**src/rtl/ac_bank.sv**
```systemverilog
// ac_bank: bank of NUM_ACC N-bit accumulators with flags and multi-cycle shifter.
// Optional macro AC_SAT_EN: saturating increment/decrement.
module ac_bank #(
  parameter int N       = 12,
  parameter int NUM_ACC = 4,
  parameter int SELW    = $clog2(NUM_ACC),
  parameter int SHW     = $clog2(N) + 1
) (
  input  logic            clk,
  input  logic            rst_n,
  input  logic [SELW-1:0] acc_sel,
  input  logic [N-1:0]    datain,
  input  logic [N-1:0]    alu_out,
  input  logic            alu_to_ac,
  input  logic            write_en,
  input  logic            clr_en,
  input  logic            inc_en,
  input  logic            dec_en,
  input  logic            shift_start,
  input  logic            shift_dir,
  input  logic            shift_arith,
  input  logic [SHW-1:0]  shift_amt,
  input  logic            r_cap_en,
  output logic [N-1:0]    dataout,
  output logic [N-1:0]    r_out,
  output logic            zero_flag,
  output logic            carry_flag,
  output logic            busy,
  output logic            done
);

  typedef enum logic {IDLE, SHIFT} state_t;

  localparam logic [SELW:0]  NACC = (SELW+1)'(NUM_ACC);
  localparam logic [SHW-1:0] NMAX = SHW'(N);

  state_t          state;
  logic [N-1:0]    acc [NUM_ACC];
  logic [SELW-1:0] sh_sel;
  logic            sh_dir;
  logic            sh_arith;
  logic [SHW-1:0]  sh_cnt;

  logic            sel_ok;
  logic [N-1:0]    cur;
  logic            wr;
  logic [N-1:0]    res;
  logic            cy;
  logic [SHW-1:0]  amt_c;
  logic [N-1:0]    sh_val;
  logic [N-1:0]    sh_next;
  logic            sh_out;

  assign sel_ok  = {1'b0, acc_sel} < NACC;
  assign cur     = sel_ok ? acc[acc_sel] : '0;
  assign dataout = cur;
  assign amt_c   = (shift_amt > NMAX) ? NMAX : shift_amt;

  // Single-cycle op select; first match wins, the rest are dropped.
  always_comb begin
    wr  = 1'b0;
    res = cur;
    cy  = 1'b0;
    if (alu_to_ac) begin
      wr  = 1'b1;
      res = alu_out;
    end else if (write_en) begin
      wr  = 1'b1;
      res = datain;
    end else if (clr_en) begin
      wr  = 1'b1;
      res = '0;
    end else if (inc_en) begin
      wr  = 1'b1;
      cy  = &cur;
`ifdef AC_SAT_EN
      res = (&cur) ? cur : cur + 1'b1;
`else
      res = cur + 1'b1;
`endif
    end else if (dec_en) begin
      wr  = 1'b1;
      cy  = ~|cur;
`ifdef AC_SAT_EN
      res = (~|cur) ? cur : cur - 1'b1;
`else
      res = cur - 1'b1;
`endif
    end
  end

  always_comb begin
    sh_val = acc[sh_sel];
    if (sh_dir) begin
      sh_out  = sh_val[0];
      sh_next = {sh_arith & sh_val[N-1], sh_val[N-1:1]};
    end else begin
      sh_out  = sh_val[N-1];
      sh_next = {sh_val[N-2:0], 1'b0};
    end
  end

  always_ff @(posedge clk or negedge rst_n) begin
    if (!rst_n) begin
      state      <= IDLE;
      for (int i = 0; i < NUM_ACC; i++) acc[i] <= '0;
      r_out      <= '0;
      zero_flag  <= 1'b0;
      carry_flag <= 1'b0;
      busy       <= 1'b0;
      done       <= 1'b0;
      sh_sel     <= '0;
      sh_dir     <= 1'b0;
      sh_arith   <= 1'b0;
      sh_cnt     <= '0;
    end else begin
      done <= 1'b0;
      if (r_cap_en) r_out <= datain;
      unique case (state)
        IDLE: begin
          if (sel_ok && wr) begin
            acc[acc_sel] <= res;
            zero_flag    <= (res == '0);
            carry_flag   <= cy;
          end else if (sel_ok && shift_start) begin
            if (amt_c == '0) begin
              done <= 1'b1;
            end else begin
              sh_sel   <= acc_sel;
              sh_dir   <= shift_dir;
              sh_arith <= shift_arith;
              sh_cnt   <= amt_c;
              busy     <= 1'b1;
              state    <= SHIFT;
            end
          end
        end
        SHIFT: begin
          acc[sh_sel] <= sh_next;
          carry_flag  <= sh_out;
          sh_cnt      <= sh_cnt - 1'b1;
          if (sh_cnt == SHW'(1)) begin
            zero_flag <= (sh_next == '0);
            busy      <= 1'b0;
            done      <= 1'b1;
            state     <= IDLE;
          end
        end
        default: state <= IDLE;
      endcase
    end
  end

endmodule

```
**config.mk**
```make
export PLATFORM = sky130hd
export DESIGN_NAME = ac_bank
export DESIGN_NICKNAME = d
export VERILOG_FILES = /design/src/rtl/ac_bank.sv
export SDC_FILE = /design/constraint.sdc
export NUM_CORES = 1
export LEC_CHECK = 0
export ABC_AREA = 1
export CAP_MARGIN = 10
export CORE_ASPECT_RATIO = 1.25
export CORE_MARGIN = 2
export CORE_UTILIZATION = 33
export DETAILED_ROUTE_END_ITERATION = 12
export GPL_TIMING_DRIVEN = 1
export SYNTH_ARGS = -nofsm -noshare
export SYNTH_HDL_FRONTEND = slang
export SYNTH_SLANG_ARGS = --single-unit
export TNS_END_PERCENT = 30
```
**constraint.sdc**
```tcl
create_clock -name clk -period 2 [get_ports clk]
set_input_delay 0.2 -clock clk [delete_from_list [all_inputs] [get_ports clk]]
set_output_delay 0.2 -clock clk [all_outputs]
set_load 0.03 [all_outputs]
```
==> qor.yml <==
clocking:
  cts_root_buf: "clkbuf_16"
  cts_max_path_buffers: 2
  cts_buffers: 9
  cts_tree: "done"
  cts_sinks: 74
  htree_levels: 3
  clk_pin_slew_ns: 0.06
  clk_latency_ns: 0.35
synth:
  synth_seq_cells: 74
  async_flop_share_pct: 100.0
  syn_inst: 774
  synth_common_cells: "nand2_1 (261), nor2_1 (78), dfrtp_1 (74), inv_1 (61), nand3_1 (51)"
  synth.area.top_cells: "dfrtp_1 (35%), nand2_1 (19%), nor2_1 (5.6%)"
  yosysTopAreaCellShare_pct: 35.23
  synthFlopType: "dfrtp_1"
  yosysMostFrequentCell: "nand2_1"
  synth_fp_nets: 821
  avgSynthCellArea_um2: 6.791
  synth_edf_count: 0
  ys_seq_area_share_pct: 35.23
  netlist_area_um2: 5256
  post_synth_num_cell_types: 41
  yosys_warnings: 0
  synth_top_area_cell: "dfrtp_1"
grt:
  grt_usage_pct: 25.04
  grt_max_degree: 32
  grt_antenna_before_repair: 0
  grt_busiest_layer: "met2"
  grt_util_met3_pct: 3.885
  use_met2_pct: 40.84
  use_met1_pct: 30.09
  grt_pass1_wl_um: 31980
  grt_pass1_vias: 6000
  overflow: 0
critical_path:
  path_cells: "nand2_1 -> nand2_1 -> nand2_2 -> nand2_4 -> inv_4 -> ha_4 -> nand2_4 -> nor2_4 -> nand3_2 -> nor2_2 -> nand2_2 -> nand2_2 -> nand2_2 -> nand3_2 -> nand2_4 -> buf_4 -> a22oi_2 -> o21ai_1"
  worst-path-max-fanout: 3
  start_kind: "register"
  end_kind: "register"
  cp.required_ns: 2.23
  critPathMaxStageDelay_ns: 0.38
  cp_top_family: "simple AND/OR/NAND/NOR gates"
  worstPathArrival_ns: 2.34
  cp.buffers_inverters: 2
  slowest_stage: "dfrtp_1"
  crit_type: "register to register"
  cpMostUsedCell: "nand2_2"
route:
  vias_per_cell: 5.190
  first_pass_iters: 5
  drc_errors: 0
  finalWirelength_um: 21340
  wl_per_cell_um: 17.63
  vias: 6280
  ant_nets: 0
  first_iter_violations: 567
sta:
  grt_setup_unrepaired: "yes"
  drv_slew: 0
  worst_pin_slew_ns: 0.4366
  finalHoldViolations: 0
  fin_skew_ns: 0.008407
  timing.final.ws_setup_ns: -0.1118
  finalSetupViolCount: 11
  max_freq_mhz: 473.5
  min_period_over_period_pct: 105.6
  slew_headroom_pct: 70.89
  finalCriticalPeriod_ns: 2.112
pwr:
  power.density_nw_per_um2: 857.2
  p_leak_uw: 0.003848
  peakVddDrop_uv: 429.8
cells_and_area:
  utilization_pct: 52.19
  fin_nets: 1040
  drive_above_1_share_pct: 32.16
  fin_cells: 1210
  syn_to_final_growth_pct: 54.58
  seq_area_um2: 1852
  multi_input_area_um2: 3254
  nFillCells: 1552
  antennaDiodeCount: 0
flow_run:
  maxCapViolCount: 0
run_status:
  violations: "setup timing"
  run_status: "finished with violations"
floorplan:
  die_h_um: 145.1
  ios: 70
  start_util_pct: 33.76
  placementRows: 51
  core_um2: 15570
  die_w_um: 116.9
  die_area_um2: 16960
min_path:
  hold_path.class: "input pin to async pin"
placed_design:
  portBuffers: 69
  dpl.hpwl_um: 16070
  finalWeightedCongestion: 1.034
  dpl.cell_count: 1183
-- flip-flops by register name (all words and copies together), names as in the netlist --
| register | count |
|---|---|
| done | 1 |
| busy | 1 |
| sh_arith | 1 |
| state | 1 |
| sh_dir | 1 |
| zero_flag | 1 |
| r_out | 12 |
| sh_cnt | 5 |
| sh_sel | 2 |
| acc | 48 |
| carry_flag | 1 |
-- path summary, 6_finish.rpt --
path / start / to / slack (ns) / cells after the start
min in group clk: shift_arith / sh_arith$_DFFE_PN0P_ / 0.43 / 3
worst max-delay path: acc[0]$_DFFE_PN0P_ / acc[10]$_DFFE_PN0P_ / -0.11 / 18
worst max register to register: acc[0]$_DFFE_PN0P_ / acc[10]$_DFFE_PN0P_ / -0.11 / 18
worst min register to register: busy$_DFFE_PN0P_ / busy$_DFFE_PN0P_ / 0.49 / 2
worst min-delay path: rst_n / r_out[2]$_DFFE_PN0P_ / 0.32 / 2
max in group asynchronous: rst_n / acc[4]$_DFFE_PN0P_ / 1.07 / 3
-- cell families after synthesis --
family,count (synthesis),synth area share [%]
buffers and inverters,107,8.832
flip-flops,74,35.23
AO/OA/AOI/OAI,141,17.33
AND/OR/NAND/NOR,434,34.68
multiplexers,12,2.571
adder cells (fa/ha/maj),5,1.190
XOR/XNOR,1,0.1667
-- placed cells by master, fill, tap and decap left out, types with 6 or more instances in the layout --
cell             instances
inv_1                   59
nand2_4                  6
o21ai_1                 19
nor2_4                   9
nand2_1                241
clkbuf_16               10
nand3_1                 42
dfrtp_1                 74
nand2_2                 27
a31oi_1                 16
o21ai_0                 25
nand3_2                 12
o211ai_1                 9
nor2_2                  12
mux2_2                  12
inv_2                   14
a22oi_1                  8
clkdlybuf4s50_1         54
nor2_1                  67
or2_2                    7
buf_12                  10
a21oi_1                 19
buf_6                   11
o221ai_1                13
buf_4                  156
-- report_power, final --
| part | internal (µW) | switching (µW) |
|---|---|---|
| sequential | 1770 | 207 |
| clock | 1280 | 692 |
| combinational | 1330 | 1680 |
| total | 4390 | 2570 |
-- metrics by stage --
stage	total power [µW]	cell area [µm²]	hold WS [ns]	worst slack (ns)	setup TNS, ns
3_5_place_dp	4729	7323	0.1469	-0.6655	-25.10
2_1_floorplan	3354	5273	-0.09559	-0.1080	-0.1080
5_1_grt	7328	8125	0.3648	-0.2896	-5.142
6_report	6965	8125	0.3237	-0.1118	-0.4063
4_1_cts	6804	7816	0.3116	-0.1584	-0.3673
3_3_place_gp	4708	7323	0.1415	-0.6473	-24.67
-- layer usage --
layer / share of wire [%] / vias up
li1: - / 3011
met1: 39 / 2921
met4: 6.0 / 0
met2: 48 / 279
met5: 0 / -
met3: 6.8 / 69
-- final cells by class --
class | count | area share [%]
sequential | 74 | 22.79
clock inverter | 5 | 1.232
timing repair buffer | 235 | 25.70
clock buffer | 11 | 3.111
inverter | 80 | 3.850
multi-input combinational | 593 | 40.05
tap | 212 | 3.265
-- timing repair --
| action | 4_1_cts | 5_1_grt |
|---|---|---|
| cloned | 0 | 1 |
| setup endpoints to repair | 44 | 47 |
| pin swaps | 19 | 29 |
| hold buffers | 1 | 0 |
| resized for setup | 32 | 64 |
| hold endpoints to repair | 23 | 0 |
| setup buffers | 1 | 9 |
No activity file was read; power rests on OpenSTA's default activity.
